==> src/rtl/nios2_ram_arb_pkg.sv <==
// Shared definitions for the two-master on-chip RAM arbiter.
//   ADDR_W_DEF / DATA_W_DEF / BE_W_DEF : default RAM port geometry (128 x 16, 2 byte lanes)
//   master_id_t                        : 1-bit requester id (M0 / M1)
//   other_master()                     : the opposite requester id
package nios2_ram_arb_pkg;

   localparam int unsigned ADDR_W_DEF = 7;
   localparam int unsigned DATA_W_DEF = 16;
   localparam int unsigned BE_W_DEF   = 2;

   typedef enum logic {
      M0 = 1'b0,
      M1 = 1'b1
   } master_id_t;

   function automatic master_id_t other_master(input master_id_t m);
      return (m == M0) ? M1 : M0;
   endfunction

endpackage

==> src/rtl/nios2_rr_grant.sv <==
// Two-way round-robin grant with a bounded consecutive-grant run.
//   clk, reset     : system clock, synchronous active-high reset
//   req0, req1     : requester 0 / 1 wants the RAM port this cycle
//   gnt_valid      : a requester is granted this cycle (never during reset)
//   gnt_id         : which requester is granted (valid with gnt_valid)
module nios2_rr_grant
   import nios2_ram_arb_pkg::*;
#(
   parameter int unsigned MAX_GRANT = 4
) (
   input  logic       clk,
   input  logic       reset,
   input  logic       req0,
   input  logic       req1,
   output logic       gnt_valid,
   output master_id_t gnt_id
);

   localparam logic [3:0] MAX_G = 4'(MAX_GRANT);

   master_id_t last_grant;
   logic [3:0] run_cnt;
   logic       stay;

   // Under contention the previous winner keeps the port only while a run is
   // actually in progress (run_cnt != 0) and still short of MAX_GRANT. A
   // cleared run (after reset or an idle cycle) hands contention to the other
   // master, which is why m0 wins first out of reset (last_grant resets to M1).
   always_comb begin
      gnt_valid = 1'b0;
      gnt_id    = last_grant;
      stay      = 1'b0;
      if (!reset) begin
         case ({req1, req0})
            2'b01: begin
               gnt_valid = 1'b1;
               gnt_id    = M0;
            end
            2'b10: begin
               gnt_valid = 1'b1;
               gnt_id    = M1;
            end
            2'b11: begin
               gnt_valid = 1'b1;
               stay      = (run_cnt != '0) && (run_cnt < MAX_G);
               gnt_id    = stay ? last_grant : other_master(last_grant);
            end
            default: ;
         endcase
      end
   end

   always_ff @(posedge clk) begin
      if (reset) begin
         last_grant <= M1;
         run_cnt    <= '0;
      end else if (gnt_valid) begin
         last_grant <= gnt_id;
         if (gnt_id == last_grant)
            run_cnt <= (run_cnt >= MAX_G) ? MAX_G : 4'(run_cnt + 4'd1);
         else
            run_cnt <= 4'd1;
      end else begin
         run_cnt <= '0;
      end
   end

endmodule

==> src/rtl/nios2_onchip_ram_arbiter.sv <==
// Shares one Avalon port of a 128x16 byte-enabled on-chip RAM between two
// Avalon-MM requesters, one command per cycle, 1-cycle read return.
//   clk, reset                 : system clock, synchronous active-high reset
//   mN_address/byteenable/
//   mN_read/write/writedata    : requester N command (write wins if both read and write)
//   mN_waitrequest             : 1 = requester N command not accepted this cycle
//   mN_readdata/readdatavalid  : read return, one cycle after acceptance
//   ram_address/byteenable/
//   ram_chipselect/write/
//   ram_writedata/clken        : RAM slave command side
//   ram_readdata               : RAM read data, valid one cycle after a read issue
module nios2_onchip_ram_arbiter
   import nios2_ram_arb_pkg::*;
#(
   parameter int unsigned ADDR_W    = ADDR_W_DEF,
   parameter int unsigned DATA_W    = DATA_W_DEF,
   parameter int unsigned BE_W      = BE_W_DEF,
   parameter int unsigned MAX_GRANT = 4
) (
   input  logic              clk,
   input  logic              reset,

   input  logic [ADDR_W-1:0] m0_address,
   input  logic [BE_W-1:0]   m0_byteenable,
   input  logic              m0_read,
   input  logic              m0_write,
   input  logic [DATA_W-1:0] m0_writedata,
   output logic              m0_waitrequest,
   output logic [DATA_W-1:0] m0_readdata,
   output logic              m0_readdatavalid,

   input  logic [ADDR_W-1:0] m1_address,
   input  logic [BE_W-1:0]   m1_byteenable,
   input  logic              m1_read,
   input  logic              m1_write,
   input  logic [DATA_W-1:0] m1_writedata,
   output logic              m1_waitrequest,
   output logic [DATA_W-1:0] m1_readdata,
   output logic              m1_readdatavalid,

   output logic [ADDR_W-1:0] ram_address,
   output logic [BE_W-1:0]   ram_byteenable,
   output logic              ram_chipselect,
   output logic              ram_write,
   output logic [DATA_W-1:0] ram_writedata,
   output logic              ram_clken,
   input  logic [DATA_W-1:0] ram_readdata
);

   logic              req0, req1;
   logic              gnt_valid;
   master_id_t        gnt_id;

   logic [ADDR_W-1:0] sel_addr;
   logic [BE_W-1:0]   sel_be;
   logic [DATA_W-1:0] sel_wdata;
   logic              sel_write;

   logic [ADDR_W-1:0] hold_addr;
   logic [BE_W-1:0]   hold_be;
   logic [DATA_W-1:0] hold_wdata;

   logic              rd_pend;
   master_id_t        rd_tag;

   assign req0 = m0_read | m0_write;
   assign req1 = m1_read | m1_write;

   nios2_rr_grant #(
      .MAX_GRANT (MAX_GRANT)
   ) u_grant (
      .clk       (clk),
      .reset     (reset),
      .req0      (req0),
      .req1      (req1),
      .gnt_valid (gnt_valid),
      .gnt_id    (gnt_id)
   );

   always_comb begin
      sel_addr  = m0_address;
      sel_be    = m0_byteenable;
      sel_wdata = m0_writedata;
      sel_write = m0_write;
      if (gnt_id == M1) begin
         sel_addr  = m1_address;
         sel_be    = m1_byteenable;
         sel_wdata = m1_writedata;
         sel_write = m1_write;
      end
   end

   // RAM command side: idle cycles replay the last command fields with
   // chipselect low so the address/data buses do not toggle needlessly.
   assign ram_chipselect = gnt_valid;
   assign ram_write      = gnt_valid & sel_write;
   assign ram_address    = gnt_valid ? sel_addr  : hold_addr;
   assign ram_byteenable = gnt_valid ? sel_be    : hold_be;
   assign ram_writedata  = gnt_valid ? sel_wdata : hold_wdata;
   assign ram_clken      = ~reset;

   assign m0_waitrequest = reset | (req0 & ~(gnt_valid & (gnt_id == M0)));
   assign m1_waitrequest = reset | (req1 & ~(gnt_valid & (gnt_id == M1)));

   // Gating with reset drops a read that was issued the cycle before reset.
   assign m0_readdatavalid = rd_pend & ~reset & (rd_tag == M0);
   assign m1_readdatavalid = rd_pend & ~reset & (rd_tag == M1);
   assign m0_readdata      = ram_readdata;
   assign m1_readdata      = ram_readdata;

   always_ff @(posedge clk) begin
      if (reset) begin
         rd_pend    <= 1'b0;
         rd_tag     <= M0;
         hold_addr  <= '0;
         hold_be    <= '0;
         hold_wdata <= '0;
      end else begin
         rd_pend <= gnt_valid & ~sel_write;
         if (gnt_valid) begin
            rd_tag     <= gnt_id;
            hold_addr  <= sel_addr;
            hold_be    <= sel_be;
            hold_wdata <= sel_wdata;
         end
      end
   end

   a_m0_rw_exclusive: assert property (@(posedge clk) disable iff (reset) !(m0_read && m0_write));
   a_m1_rw_exclusive: assert property (@(posedge clk) disable iff (reset) !(m1_read && m1_write));

endmodule

==> config.mk <==
export PLATFORM = sky130hd
export DESIGN_NAME = nios2_onchip_ram_arbiter
export DESIGN_NICKNAME = d
export VERILOG_FILES = /design/src/rtl/nios2_ram_arb_pkg.sv /design/src/rtl/nios2_rr_grant.sv /design/src/rtl/nios2_onchip_ram_arbiter.sv
export SDC_FILE = /design/constraint.sdc
export NUM_CORES = 1
export LEC_CHECK = 0
export ABC_AREA = 0
export BUFFER_PORTS_ARGS = -buffer_cell sky130_fd_sc_hd__buf_2
export CAP_MARGIN = 20
export CELL_PAD_IN_SITES_DETAIL_PLACEMENT = 1
export CELL_PAD_IN_SITES_GLOBAL_PLACEMENT = 2
export CORE_ASPECT_RATIO = 1.5
export CORE_MARGIN = 1.5
export CORE_UTILIZATION = 20
export DETAILED_ROUTE_END_ITERATION = 7
export GPL_ROUTABILITY_DRIVEN = 0
export MAX_ROUTING_LAYER = met4
export PLACE_DENSITY = 0.75
export SLEW_MARGIN = 20
export SYNTH_ARGS = -nofsm -noshare
export SYNTH_HDL_FRONTEND = slang
export SYNTH_SLANG_ARGS = --single-unit
==> constraint.sdc <==
create_clock -name clk -period 1.85 [get_ports clk]
set_input_delay 0.37 -clock clk [delete_from_list [all_inputs] [get_ports clk]]
set_output_delay 0.37 -clock clk [all_outputs]
set_load 0.02 [all_outputs]
# Word-level counts from Yosys, hierarchy flattened
# Index checks and enable logic that the tools add are counted.
# op_classes
add_sub_neg	1
order_cmp	2
n_eq_ne	4
mux	15
bitwise	21
reduce_logical	6
# ops
operator	count
$mux 16	2
$mux 7	2
$and 1x1->1	9
$not 1->1	8
$mux 1	7
$reduce_or 3->1	2
$add 4x1->4 const B	1
$eq 2x2->1 const B	2
$ge 4x3->1 const B	1
$lt 4x3->1 const B	1
$mux 2	2
$or 1x1->1	4
$reduce_bool 4->1	1
$reduce_or 4->1	1
$mux 3	1
$pmux 1 s3	1
$eq 2x1->1 const B	1
$reduce_or 2->1	1
$eq 1x1->1	1
$logic_and 1x1->1	1
# totals
regBits	32
input_bits	72
output_inout_bits	64
wordCells	58

# Longest topological paths before layout
# depth
depth_word	10
ltp_mapped	7
depth_no_buf	6

# Hierarchy
# A second synthesis with hierarchy kept.
# hier_totals
hier_cells	224
area_unflattened_um2	1934.4
# by_module_without_submodules
mod	n_inst	cells_each	area_each_um2
nios2_onchip_ram_arbiter	1	188	1631.6
nios2_rr_grant	1	36	302.8

# Worst setup path before layout
# No wires, ideal clock.
# synth_path
path_type	register to output
startpoint	reg u_grant.run_cnt[0]
endpoint	out ram_address[0]
t_arrival_ns	1.700
t_required_ns	1.480
setup_slack_ns	-0.220
path_stages_with_launch	8
cell_sequence	dfxtp_1 > inv_1 > ha_1 > o31a_1 > nor2_4 > a21oi_4 > buf_2 > a221o_1
# synth_between
elab_chain_len	7
word_cells_on_any_way	8
classes_between	order compare (1); mux (5); reduce/logical (2)
# synth_lines
element	line	rtl
start, declared	nios2_rr_grant.sv:22	logic [3:0] run_cnt;
start signal, assigned	nios2_rr_grant.sv:60	run_cnt <= (run_cnt >= MAX_G) ? MAX_G : 4'(run_cnt + 4'd1);
$lt 4x3->1 or $reduce_bool 4->1 (tied branches)	nios2_rr_grant.sv:45	stay = (run_cnt != '0) && (run_cnt < MAX_G);
$logic_and 1x1->1 (*)	nios2_rr_grant.sv:45	
$mux 1 (*)	nios2_rr_grant.sv:46	gnt_id = stay ? last_grant : other_master(last_grant);
$pmux 1 s3 (*)	nios2_rr_grant.sv:34	case ({req1, req0})
$mux 1 (*)	nios2_rr_grant.sv:33	if (!reset) begin
$mux 7 (*)	nios2_onchip_ram_arbiter.sv:85	if (gnt_id == M1) begin
$mux 7 (*)	-	
end, declared	nios2_onchip_ram_arbiter.sv:41	output logic [ADDR_W-1:0] ram_address,
# Mark *: on every way between the ends. The rest lies on a longest branch, timed or not.

# Final worst setup path
# layout_path
startpoint	reg u_grant.run_cnt[0]
endpoint	out ram_byteenable[1]
# layout_between
elab_chain_len	7
word_cells_on_any_way	8
classes_between	order compare (1); mux (5); reduce/logical (2)
# layout_lines
element	line	rtl
$lt 4x3->1 or $reduce_bool 4->1 (tied branches)	nios2_rr_grant.sv:45	
$logic_and 1x1->1 (*)	nios2_rr_grant.sv:45	
$mux 1 (*)	nios2_rr_grant.sv:46	
$pmux 1 s3 (*)	nios2_rr_grant.sv:34	
$mux 1 (*)	nios2_rr_grant.sv:33	
$mux 2 (*)	nios2_onchip_ram_arbiter.sv:85	
$mux 2 (*)	-	
end, declared	nios2_onchip_ram_arbiter.sv:42	output logic [BE_W-1:0] ram_byteenable,
# Marked as above.

==> results_dict.tcl <==
set metrics [dict create \
    synth_area_leaders "dfxtp_1, a221o_1, buf_4" \
    vdd_drop_max_mv 0.313 \
    syn-num-nets 283 \
    wl_per_cell_um 16.8 \
    rsz0062_at_grt "true" \
    leakage_uw 0.00151 \
    fin_crit_sh_pct 135 \
    setup_violations 36 \
    setup_slack_ns -0.650 \
    vias_per_cell 4.98 \
    synth-seq-area-share_pct 31.7 \
    final_cell_mix "buf_2, a221o_1, buf_4" \
    drc 9 \
    drv_cap 0 \
    hold_viol 0 \
    ys_seq_elements 32 \
    place_hpwl_um 5060 \
    status "finished, violations left" \
    clock_path_buffers 2 \
    mostFrequentLayoutCell "buf_2" \
    start_util_pct 20.7 \
    final_nets 385 \
    synth_ff_type "dfxtp_1" \
    synthArstFlopShare_pct 0 \
    rows 44 \
    clockRootBuffer "clkbuf_16" \
    wl_um 7170 \
    fmax_mhz 400 \
    syn_area_um2 2020 \
    slew_viol_final 0 \
    drive_gt1_share_pct 59.9 \
    startpoint_type "flop" \
    hold_path.class "in2reg" \
    grt_pass1_vias 2284 \
    synth-edff-count 0 \
    synth_cells 209 \
    antenna_found_initial 0 \
    cts.clk_slew.worst_paths_ns 0.06 \
    clock_skew_ns 0.00212 \
    cts_tree "done" \
    core_area_um2 9740 \
    io_buffers 87 \
    numCtsBuffers 5 \
    n_antenna_cell 0 \
    drtIter0Drc 115 \
    io_pins 136 \
    clock_latency_ns 0.28 \
    critPathArrivalTime_ns 2.13 \
    grt_first_pass_wirelength_um 11400 \
    area_growth_pct 59.6 \
    synth_top_area_cell "dfxtp_1" \
    postRouteAntennaNets 0 \
    cp.required_ns 1.48 \
    grt.total_usage_pct 13.9 \
    dpl_cell_area_um2 2700 \
    die_h_um 126 \
    fin_crit_ns 2.50 \
    design_area_um2 3230 \
    cp_max_fo 13 \
    first_pass_iters 7 \
    cts.sinks 32 \
    die_area_um2 10700 \
    htreeDepth 2 \
    synth_cell_type_count 36 \
    fp.dieW_um 85.1 \
    critPathKind "reg2out" \
    avgSynthCellArea_um2 9.67 \
    failed_checks "DRC, setup timing" \
    gr-total-overflow 0 \
    place_ws_ns -0.342 \
    synth.top_cell.area_share_pct 31.7 \
    synth_warnings 0 \
    vias 2125 \
    grt_max_degree 30 \
    power-per-cell-area_nw_per_um2 853 \
    crit_path_end_kind "output port" \
]
## worst max-delay path, stage by stage, from the launching register on
cell and delay (ns):
dfxtp_2 0.34, inv_2 0.05, ha_4 0.17, o31a_1 0.36
o21ai_4 0.24, buf_12 0.18, and3_1 0.19, a221o_1 0.17
buf_4 0.16
## synthesized netlist by cell type (2+ instances only)
| cell | n |
|---|---|
| dfxtp_1 | 32 |
| inv_1 | 2 |
| a221o_1 | 50 |
| a21oi_1 | 5 |
| and3_1 | 28 |
| or2_1 | 2 |
| buf_2 | 8 |
| nand2_1 | 5 |
| buf_6 | 5 |
| o31a_1 | 2 |
| nand3_1 | 2 |
| a211oi_1 | 2 |
| ha_1 | 2 |
| buf_4 | 33 |
| nor2_1 | 6 |
| clkbuf_1 | 3 |
| o21ai_0 | 3 |
## timing repair
item                       4_1_cts  5_1_grt
gates resized for setup         57       21
pin swaps                        6       14
buffers inserted                 4        7
setup endpoints to repair       35       42
hold buffers                     0        0
gates cloned                     1        0
## worst paths after layout
kind | startpoint | to | slack [ns] | cells past startpoint
worst min-delay path | m0_writedata[15] | hold_wdata[15] | 0.33 | 2
worst max-delay path | u_grant.run_cnt[0] | ram_byteenable[1] | -0.65 | 8
worst max register to register | u_grant.run_cnt[0] | hold_be[1] | -0.06 | 8
worst min register to register | hold_wdata[14] | hold_wdata[14] | 0.49 | 1
## flip-flops by register name, indices dropped and copies added (netlist names)
signal / flops
hold_be: 2
rd_tag: 1
u_grant.last_grant: 1
hold_addr: 7
rd_pend: 1
hold_wdata: 16
u_grant.run_cnt: 4
## layer usage
| metal | vias to the layer above | track usage [%] | part of all wire (%) |
|---|---|---|---|
| met5 | - | - | 0 |
| met4 | 0 | 6.46 | 2.9 |
| met1 | 1034 | 14.6 | 38 |
| li1 | 1002 | - | - |
| met2 | 66 | 24.7 | 54 |
| met3 | 23 | 2.69 | 4.9 |
## cell families (layout without fill, tap and decap cells)
kind of cell | after synthesis | after routing | synth area share, %
DFF | 32 | 32 | 31.7
AOI/OAI and AO/OA | 70 | 70 | 32.4
buffers and inverters | 53 | 156 | 18.5
and+or+nand+nor | 51 | 51 | 16.0
adders and majority gates | 2 | 2 | 1.24
other | 1 | 1 | 0.186
## layout make-up
class                           count  area, µm²
Timing Repair Buffer              144       1130
Clock inverter                      2       10.0
Clock buffer                        6        139
Fill cell                        1117       6520
Inverter                            4       21.3
Tap cell                          115        144
Sequential cell                    32        643
Multi-Input combinational cell    124       1140
## per-stage QoR
stage          instances  power [µW]  setup TNS, ns  utilization (%)  hold slack, ns
3_5_place_dp         408        1700          -7.61             27.7           0.470
4_1_cts              421        2750         -16.42             31.9           0.318
5_1_grt              427        2900         -19.31             33.1           0.322
2_1_floorplan        209        1460          -3.14                -           0.455
3_3_place_gp         408        1690          -5.80             27.7           0.469
6_report             427        2750         -16.28             33.1           0.328
## where the power goes
| part | switching (µW) | leakage [µW] | internal (µW) |
|---|---|---|---|
| clock network | 318 | 0.0000766 | 530 |
| registers | 57.6 | 0.000268 | 782 |
| logic | 494 | 0.00117 | 570 |
No activity file was read; power rests on OpenSTA's default activity.
